File: config.mk
export PLATFORM = sky130hd
export DESIGN_NAME = regfile_write_arbiter
export DESIGN_NICKNAME = d
export VERILOG_FILES = /design/src/rtl/regfile_write_arbiter_pkg.sv /design/src/rtl/regfile_write_arbiter_rr_arbiter2.sv /design/src/rtl/regfile_write_arbiter.sv
export SDC_FILE = /design/constraint.sdc
export NUM_CORES = 1
export LEC_CHECK = 0
export ABC_AREA = 1
export BUFFER_PORTS_ARGS = -buffer_cell sky130_fd_sc_hd__buf_2
export CORE_ASPECT_RATIO = 0.75
export CORE_MARGIN = 8
export CORE_UTILIZATION = 46
export DETAILED_ROUTE_END_ITERATION = 10
export MAX_ROUTING_LAYER = met4
export PLACE_DENSITY = 0.85
export SKIP_CTS_REPAIR_TIMING = 1
export SLEW_MARGIN = 10
export SYNTH_ARGS = -nofsm -noshare
export SYNTH_HDL_FRONTEND = slang
export SYNTH_SLANG_ARGS = --single-unit
File: constraint.sdc
create_clock -name Clock -period 1.6 [get_ports Clock]
set_clock_uncertainty 0.15 [all_clocks]
set_input_delay 0.24 -clock Clock [delete_from_list [all_inputs] [get_ports Clock]]
set_output_delay 0.24 -clock Clock [all_outputs]
set_load 0.1 [all_outputs]
File: src/rtl/regfile_write_arbiter_pkg.sv
// Shared register-file definitions: default widths, register count and the
// write-arbiter state encoding.
package regfile_write_arbiter_pkg;

    localparam int unsigned RF_DATA_W   = 16;
    localparam int unsigned RF_ADDR_W   = 4;
    localparam int unsigned RF_NUM_REGS = 1 << RF_ADDR_W;

    typedef enum logic {
        ST_IDLE  = 1'b0,
        ST_CLEAR = 1'b1
    } arb_state_e;

endpackage

File: src/rtl/regfile_write_arbiter_rr_arbiter2.sv
// Two-way round-robin grant: Pointer=0 favours requester 0, Pointer=1 favours
// requester 1 when both are requesting.
module rr_arbiter2 (
    input  logic Req0,
    input  logic Req1,
    input  logic Pointer,
    output logic Grant0,
    output logic Grant1
);

    always_comb begin
        Grant0 = Req0 && (!Req1 || !Pointer);
        Grant1 = Req1 && (!Req0 ||  Pointer);
    end

endmodule

File: src/rtl/regfile_write_arbiter.sv
// Register-file write-port arbiter: two round-robin requesters, a full-file
// zeroing sequence, and read-after-write hazard flags for two read ports.
module regfile_write_arbiter
    import regfile_write_arbiter_pkg::*;
#(
    parameter int unsigned DATA_W = RF_DATA_W,
    parameter int unsigned ADDR_W = RF_ADDR_W
) (
    input  logic              Clock,
    input  logic              Reset,
    input  logic              Req0,
    input  logic              Req1,
    input  logic [ADDR_W-1:0] Addr0,
    input  logic [ADDR_W-1:0] Addr1,
    input  logic [DATA_W-1:0] Data0,
    input  logic [DATA_W-1:0] Data1,
    output logic              Ack0,
    output logic              Ack1,
    input  logic              ClearReq,
    output logic              ClearDone,
    output logic              WriteEnable,
    output logic [ADDR_W-1:0] SelectInput,
    output logic [DATA_W-1:0] In,
    input  logic [ADDR_W-1:0] SelectA,
    input  logic [ADDR_W-1:0] SelectB,
    output logic              HazardA,
    output logic              HazardB,
    output logic              Busy
);

    localparam logic [ADDR_W-1:0] CNT_ONE = ADDR_W'(1);

    arb_state_e        state_q, state_d;
    logic              ptr_q,   ptr_d;
    logic [ADDR_W-1:0] cnt_q,   cnt_d;
    logic              we_q,    we_d;
    logic [ADDR_W-1:0] sel_q,   sel_d;
    logic [DATA_W-1:0] in_q,    in_d;
    logic              done_q,  done_d;
    logic              busy_q,  busy_d;

    logic grant0, grant1;
    logic ack0,   ack1;

    rr_arbiter2 u_rr_arbiter2 (
        .Req0    (Req0),
        .Req1    (Req1),
        .Pointer (ptr_q),
        .Grant0  (grant0),
        .Grant1  (grant1)
    );

    // A clear request pre-empts both requesters; reset suppresses all acks.
    always_comb begin
        ack0 = Reset && (state_q == ST_IDLE) && !ClearReq && grant0;
        ack1 = Reset && (state_q == ST_IDLE) && !ClearReq && grant1;
    end

    always_comb begin
        state_d = state_q;
        ptr_d   = ptr_q;
        cnt_d   = cnt_q;
        we_d    = 1'b0;
        sel_d   = sel_q;
        in_d    = in_q;
        done_d  = 1'b0;

        case (state_q)
            ST_IDLE: begin
                if (ClearReq) begin
                    // Address 0 goes out on the first CLEAR cycle itself.
                    state_d = ST_CLEAR;
                    cnt_d   = '0;
                    we_d    = 1'b1;
                    sel_d   = '0;
                    in_d    = '0;
                end else if (ack0) begin
                    we_d  = 1'b1;
                    sel_d = Addr0;
                    in_d  = Data0;
                    ptr_d = 1'b1;
                end else if (ack1) begin
                    we_d  = 1'b1;
                    sel_d = Addr1;
                    in_d  = Data1;
                    ptr_d = 1'b0;
                end
            end
            ST_CLEAR: begin
                if (cnt_q == '1) begin
                    state_d = ST_IDLE;
                    cnt_d   = '0;
                    done_d  = 1'b1;
                end else begin
                    cnt_d = cnt_q + CNT_ONE;
                    we_d  = 1'b1;
                    sel_d = cnt_q + CNT_ONE;
                    in_d  = '0;
                end
            end
            default: begin
                state_d = ST_IDLE;
            end
        endcase

        busy_d = (state_d == ST_CLEAR);
    end

    always_ff @(posedge Clock) begin
        if (!Reset) begin
            state_q <= ST_IDLE;
            ptr_q   <= 1'b0;
            cnt_q   <= '0;
            we_q    <= 1'b0;
            sel_q   <= '0;
            in_q    <= '0;
            done_q  <= 1'b0;
            busy_q  <= 1'b0;
        end else begin
            state_q <= state_d;
            ptr_q   <= ptr_d;
            cnt_q   <= cnt_d;
            we_q    <= we_d;
            sel_q   <= sel_d;
            in_q    <= in_d;
            done_q  <= done_d;
            busy_q  <= busy_d;
        end
    end

    always_comb begin
        Ack0        = ack0;
        Ack1        = ack1;
        WriteEnable = we_q;
        SelectInput = sel_q;
        In          = in_q;
        ClearDone   = done_q;
        Busy        = busy_q;
        HazardA     = (we_q && (sel_q == SelectA)) || (state_q == ST_CLEAR);
        HazardB     = (we_q && (sel_q == SelectB)) || (state_q == ST_CLEAR);
    end

endmodule

### After elaboration in Yosys (flattened, before gate mapping)

Cells that the tools add are included.

| storage, ports and cells | value |
|---|---|
| flip-flop bits (word level) | 28 |
| logic and storage cells | 59 |
| input bits | 53 |

| cells by class | value |
|---|---|
| equal/unequal tests | 6 |
| multiplexer cells | 23 |
| bitwise operators | 2 |
| add/subtract/negate cells | 1 |
| reduce and logical (&&, ||, !) cells | 20 |

Operators by type and width:

| cell | count |
|---|---|
| $mux W16 | 4 |
| $pmux W16 S2 | 1 |
| $mux W4 | 6 |
| $pmux W4 S2 | 2 |
| $eq A4 B4 Y1 | 2 |
| $logic_and A1 B1 Y1 | 8 |
| $mux W1 | 8 |
| $add A4 B1 Y4 const B | 1 |
| $eq A4 B4 Y1 const B | 1 |
| $logic_not A1 Y1 | 4 |
| $logic_or A1 B1 Y1 | 4 |
| $ne A2 B2 Y1 const B | 2 |
| $ne A4 B4 Y1 const B | 1 |
| $pmux W1 S2 | 2 |
| $reduce_and A2 Y1 | 2 |
| $reduce_and A3 Y1 | 1 |
| $not A1 Y1 | 2 |
| $reduce_bool A2 Y1 | 1 |

### Depth between registers and ports, before layout

Gate-level depths: netlist of run 1.

| depth | value |
|---|---|
| depth in word-level cells | 8 |
| depth in mapped cells | 10 |

### Cells and area by module

From an unflattened synthesis of run 1, not the netlist that was laid out.

| second synthesis, totals | value |
|---|---|
| cells, all modules | 273 |
| area total of the unflattened synthesis | 1,710.4 um2 |

By module, submodules not included:

| module | area each (um2) | sequential area each (um2) | times used | cells each |
|---|---|---|---|---|
| regfile_write_arbiter | 1,690.4 | 560.5 | 1 | 268 |
| rr_arbiter2 | 20.0 | 0.0 | 1 | 5 |

### Worst setup path after synthesis of run 1

Ideal clock, no wire load.

| path | value |
|---|---|
| kind | flip-flop to output port |
| from | register sel_q[3], in the netlist SelectInput[3] |
| to | output port HazardB |
| path slack | -2.360 ns |
| stages on the path, launching flop included | 5 |
| arrival | 3.570 ns |
| buffers on the path | 0 |
| cells stage by stage | dfxtp_1 > inv_1 > nand2_1 > nand3_1 > o31ai_1 |

| between the ends | value |
|---|---|
| cells in the longest elaborated chain, start to end | 3 |

RTL lines:

| what | RTL line | source |
|---|---|---|
| from (decl) | regfile_write_arbiter.sv:37 | `logic [ADDR_W-1:0] sel_q, sel_d;` |
| from (signal assigned) | regfile_write_arbiter.sv:124 | `sel_q <= sel_d;` |
| $eq A4 B4 Y1 | regfile_write_arbiter.sv:140 | `HazardB = (we_q && (sel_q == SelectB)) \|\| (state_q == ST_CLEAR);` |
| $logic_and A1 B1 Y1 | regfile_write_arbiter.sv:140 |  |
| $logic_or A1 B1 Y1 | regfile_write_arbiter.sv:140 |  |
| to (decl) | regfile_write_arbiter.sv:27 | `output logic HazardB,` |

Every way passes these cells.

### Worst setup path in the final report of run 1

| path | value |
|---|---|
| from | register sel_q[0], in the netlist SelectInput[0] |
| to | output port HazardB |

The elaborated chain is that of the path after synthesis.

==> impl_metrics.py, run 1 <==
metrics = {
    "logic_synthesis": {
        "synth_area_mm2": 0.00161,
        "yosys_warnings": 0,
        "synth-edff-count": 0,
        "ys_ff_latch": 28,
        "syn_nets": 325,
        "synthArstFlopShare_pct": 0,
        "synth.yosys.seq_area_share_pct": 34.7,
        "syn_area_per_cell_um2": 5.96,
        "ys_types": 21,
        "netlist_instances": 271,
        "synthFlopType": "dfxtp_1",
    },
    "routing": {
        "wl_per_cell_um": 13.9,
        "dr.pass1.iters": 4,
        "drt_wl_total_um": 5740,
        "drcViolationCount": 0,
        "drtIter0Drc": 196,
        "viasPerCell": 4.87,
        "dr_wl_met2_um": 2850,
        "via_count": 2005,
        "top_layer_used": "met4",
        "antenna_left": 0,
        "wl_met1_um": 2480,
        "met3_length_um": 382,
    },
    "sta": {
        "worst_slew_pin_slew_ns": 0.508,
        "finalSetupViolations": 21,
        "fmax_ghz": 0.578,
        "rsz0062_at_grt": "true",
        "hold_violations": 0,
        "fin_crit_ns": 1.73,
        "slew_headroom_pct": 66.4,
        "setup_tns_ns": -0.906,
        "fin_ws_ns": -0.131,
        "final.period_utilization_pct": 108,
        "slew_viol_final": 0,
    },
    "power_and_ir_drop": {
        "switching_share_pct": 43.8,
        "p_leak_uw": 0.00151,
        "p_comb_share_pct": 45.9,
        "ir_worst_vdd_mv": 0.590,
        "power.share.sequential_pct": 36.0,
        "power.internal_uw": 1240,
        "power.density_mw_per_mm2": 815,
        "p_clk_share_pct": 18.1,
        "p_switching_uw": 966,
    },
    "clock_tree": {
        "cts.path.max_buffers": 2,
        "root_buffer": "clkbuf_8",
        "cts_tree": "done",
        "cts_sinks": 28,
        "clk_pin_slew_ns": 0.10,
        "insertion_delay_ns": 0.27,
        "cts_made_buffers": 3,
        "cts_max_level": 1,
    },
    "critical_path": {
        "crit_required_ns": 1.21,
        "crit_start": "SelectInput[0]",
        "path_cells": "inv_1 -> nand2_1 -> nand3_2 -> o31ai_4 -> buf_12",
        "rr_startpoint": "Busy",
        "cp.arrival_ns": 1.34,
        "endpoint_kind": "primary output",
        "startpoint_type": "flip-flop",
        "r2r_cells": 8,
        "slowest_delay_ns": 0.38,
        "cp_max_fo": 5,
        "r2r_end": "In[7]",
        "slowest_stage": "dfxtp_4",
        "worstSetupPathType": "flip-flop to primary output",
        "r2r_slack_ns": -0.08,
    },
    "layout": {
        "fin_util_pct": 81.2,
        "area_growth_pct": 67.7,
        "diodes": 0,
        "mostFrequentLayoutCells": "nand2_1, buf_2, nor2_1",
        "final_nets": 427,
        "final_common_cell": "nand2_1",
        "drive_gt1_share_pct": 48.4,
    },
    "worst_hold_path": {
        "holdPathEnd": "In[0]",
        "hold_class": "input pin to flip-flop",
        "hold_start": "Data0[0]",
        "min_path_cells": 5,
    },
    "grt": {
        "grt_remaining_overflow": 0,
        "track_usage_pct": 17.0,
        "grt_max_degree": 39,
        "grt_pass1_wl_um": 7760,
        "first_global_vias": 1761,
        "antenna_found_initial": 0,
    },
    "die": {
        "die_h_um": 67.3,
        "core_area_mm2": 0.00333,
        "fp.dieArea_mm2": 0.00568,
        "die_x_um": 84.4,
        "rows": 18,
        "start_util_pct": 48.4,
        "pin_count": 80,
    },
    "status": {
        "status": "finished with violations",
        "violations": "setup timing",
    },
    "placement": {
        "hpwl_um": 3770,
        "gp_congestion": 0.872,
        "numPortBuffers": 79,
    },
    "run": {
        "maxCapViolations": 0,
    },
}
synth_stat cells (4+ instances only):
master,count,area (µm²)
nand2_1,105,394
nor2_1,43,161
inv_1,30,113
dfxtp_1,28,561
o21ai_1,15,75.1
nand3_1,7,35.0
o21ai_0,7,35.0
buf_2,5,25.0
inv_2,4,15.0
cell type report:
type,count,area [µm²]
multi-input combinational,197,1080
timing repair buffer,109,815
clock buffer,3,41.3
tap,40,50.0
clock inverter,1,3.75
inverter,34,135
sequential,28,586
fill,212,627
kinds of logic after synthesis:
logic type	Yosys count	synth area share (%)
flip-flops	28	34.7
AND/OR/NAND/NOR	162	39.3
adder cells (fa/ha/maj)	1	0.775
XOR/XNOR	5	2.71
buffers and inverters	46	12.9
AO/OA/AOI/OAI	29	9.53
sequential cells by signal, indices dropped and copies added (netlist names):
name	cells
Busy	1
ClearDone	1
In	16
SelectInput	4
WriteEnable	1
cnt_q	4
ptr_q	1
worst max-delay path by stage:
stage                     end  depth (start not counted)
2_1_floorplan         HazardB                          3
3_3_place_gp   SelectInput[2]                          9
3_5_place_dp            In[0]                          7
4_1_cts               HazardB                          4
5_1_grt               HazardA                          5
6_report              HazardB                          5
worst max-delay path: cells and delay by family (launching register included):
family                 cells  cell delay (ns)
flip-flops                 1             0.38
buffers and inverters      2             0.25
AO/OA/AOI/OAI              1             0.29
AND/OR/NAND/NOR            2             0.14
metal layers:
metal  global-route usage [%]  up-vias
met3                     5.58        4
li1                         -     1027
met1                     19.3      906
met4                     3.09        0
met5                        -        -
met2                     29.1       68
per-stage QoR:
stage,setup slack [ns],cell area [µm²],std cells,hold slack [ns],power [µW]
2_1_floorplan,-0.515,1740,271,0.219,1450
4_1_cts,-0.263,2310,391,0.138,2050
3_3_place_gp,0.0528,2260,387,0.307,1640
6_report,-0.131,2710,412,0.134,2210
5_1_grt,-0.203,2710,412,0.167,2300
3_5_place_dp,-0.00704,2260,387,0.325,1660
power by group through the flow:
stage          Clock [µW]  Sequential, µW  Combinational, µW
2_1_floorplan           0            1140                310
3_3_place_gp            0             801                843
3_5_place_dp            0             802                858
4_1_cts               399             787                859
5_1_grt               427             802               1080
6_report              399             795               1010
Power figures use the tool's default switching activity.
==> run 2: changes to the inputs <==
==> constraint.sdc (replaced) <==
create_clock -name Clock -period 1.6 [get_ports Clock]
set_clock_uncertainty 0.15 [all_clocks]
set_input_delay 0 -clock Clock [delete_from_list [all_inputs] [get_ports Clock]]
set_output_delay 0 -clock Clock [all_outputs]
set_load 0.1 [all_outputs]
==> run 2 against run 1 <==
Net effect:
- the flow finishes with violations (hold timing)
- combinational power fell by 9%
- critical path depth rose by 1
- sequential power fell by 0.6%
- non-clock buffer count did not move
- clock-buffer cell count rose by 1
- die area did not move
- fmax rose by 9.3%
- first-iteration DRC count fell by 4.1%
- core utilization fell by 5.3 points
- global-route usage rose by 0.19 points
- hold slack got worse by 0.17 ns
==> impl_metrics.py, run 2 (same netlist as run 1, synthesis figures left out) <==
metrics = {
    "sta": {
        "finalSetupViolations": 0,
        "slew_viol_final": 0,
        "slew_headroom_pct": 66.2,
        "worst_slew_pin_slew_ns": 0.511,
        "hold_violations": 5,
        "fmax_ghz": 0.631,
        "rsz0062_at_grt": "true",
        "timing.hold.ws_ns": -0.0327,
        "setup_tns_ns": 0,
        "final.period_utilization_pct": 99.0,
        "fin_crit_ns": 1.58,
    },
    "clock_tree": {
        "cts_tree": "done",
        "root_buffer": "clkbuf_8",
        "clk_pin_slew_ns": 0.09,
        "insertion_delay_ns": 0.27,
        "cts_max_level": 1,
        "cts_made_buffers": 3,
        "cts_sinks": 28,
        "cts.path.max_buffers": 2,
    },
    "power_and_ir_drop": {
        "switching_share_pct": 42.9,
        "power.density_mw_per_mm2": 826,
        "p_switching_uw": 897,
        "p_clk_share_pct": 18.4,
        "ir_worst_vdd_mv": 0.760,
        "power.internal_uw": 1190,
        "p_leak_uw": 0.00143,
        "p_comb_share_pct": 43.8,
        "power.share.sequential_pct": 37.8,
    },
    "critical_path": {
        "path_buf_inv": 2,
        "cp_max_fo": 6,
        "cp.arrival_ns": 1.64,
        "crit_start": "Busy",
        "startpoint_type": "flip-flop",
        "worstSetupPathType": "flip-flop to flip-flop",
        "path_cells": "inv_4 -> nand2_2 -> nor2_4 -> dlygate4sd3_1 -> nand2_1 -> o21ai_1",
        "endpoint_kind": "flip-flop",
        "crit_required_ns": 1.65,
        "slowest_delay_ns": 0.59,
        "rr_startpoint": "Busy",
        "crit_family": "buffers and inverters",
        "slowest_stage": "dlygate4sd3_1",
    },
    "die": {
        "pin_count": 80,
        "die_h_um": 67.3,
        "start_util_pct": 48.4,
        "fp.dieArea_mm2": 0.00568,
        "core_area_mm2": 0.00333,
        "rows": 18,
        "die_x_um": 84.4,
    },
    "grt": {
        "track_usage_pct": 17.2,
        "first_global_vias": 1790,
        "grt_max_degree": 39,
        "antenna_found_initial": 0,
        "grt_pass1_wl_um": 7940,
        "grt_remaining_overflow": 0,
    },
    "layout": {
        "multi_input_area_um2": 941,
        "seq_area_um2": 586,
        "largest_register_ffs": 16,
        "area_growth_pct": 56.7,
        "mostFrequentLayoutCells": "nand2_1, buf_2, nor2_1",
        "drive_gt1_share_pct": 33.6,
        "diodes": 0,
        "final_nets": 427,
        "final_common_cell": "nand2_1",
        "fillers": 247,
        "stdcell_count": 412,
    },
    "worst_hold_path": {
        "hold_class": "input pin to flip-flop",
        "hold_start": "Data0[10]",
    },
    "status": {
        "status": "finished with violations",
        "violations": "hold timing",
    },
    "placement": {
        "numPortBuffers": 79,
        "place_inst": 385,
        "gp_congestion": 0.898,
        "hpwl_um": 3790,
    },
    "routing": {
        "via_count": 2057,
        "drt_wl_total_um": 5750,
        "dr.pass1.iters": 5,
        "antenna_left": 0,
        "wl_per_cell_um": 14.0,
        "drcViolationCount": 0,
        "viasPerCell": 4.99,
        "drtIter0Drc": 188,
    },
    "run": {
        "maxCapViolations": 0,
    },
}
-- run 2: changes by cell type in the layout (fill, tap and decap cells not counted), moves of 5 or more --
cell	before	now
nand2_4	6	1
o21ai_1	10	17
buf_6	7	1
buf_4	17	6
nand2_1	82	94
nand2_2	19	12
o21ai_2	10	0
dlygate4sd3_1	0	20
-- run 2: worst paths after layout --
path | end | slack [ns] | cells past startpoint
max | cnt_q[2] | 0.02 | 6
max reg2reg | cnt_q[2] | 0.02 | 6
min | In[10] | -0.03 | 7
min reg2reg | In[15] | 0.34 | 2
-- run 2: tightest hold or removal path, delay by kind of cell --
kind	cells	cell delay, ns
simple gates	5	0.24
buf+inv	2	0.12
-- run 2: power by group through the flow --
stage	clock [µW]	combinational, µW	sequential (µW)
finish	384	915	790
global route	425	973	798
CTS	391	842	787
detailed placement	0	841	803
global placement	0	827	802
floorplan	0	306	1140
-- run 2: through the flow --
| stage | hold WS, ns | total power (µW) | instance area (µm²) | setup slack, ns | utilization [%] |
|---|---|---|---|---|---|
| 6_report | -0.0327 | 2090 | 2530 | 0.0163 | 75.9 |
| 5_1_grt | 0.000278 | 2200 | 2530 | -0.0369 | 75.9 |
| 4_1_cts | -0.0872 | 2020 | 2250 | -0.0122 | 67.6 |
| 3_3_place_gp | 0.178 | 1630 | 2210 | 0.0864 | 66.2 |
| 3_5_place_dp | 0.198 | 1640 | 2210 | 0.0109 | 66.2 |
| 2_1_floorplan | -0.0210 | 1450 | 1720 | -0.275 | - |
-- run 2: cell type report --
type,count,share of cell area (%)
clock buffer,4,1.78
inverter,34,5.15
multi-input combinational,197,37.2
sequential,28,23.2
tap,40,1.98
timing repair buffer,109,30.7
-- run 2: per-layer routing --
metal | global-route usage (%) | vias to the layer above | wire [µm]
met5 | - | - | 0
met4 | 2.87 | 0 | 172
met3 | 6.06 | 16 | 467
met2 | 28.9 | 95 | 2780
met1 | 19.7 | 913 | 2340
li1 | - | 1033 | -
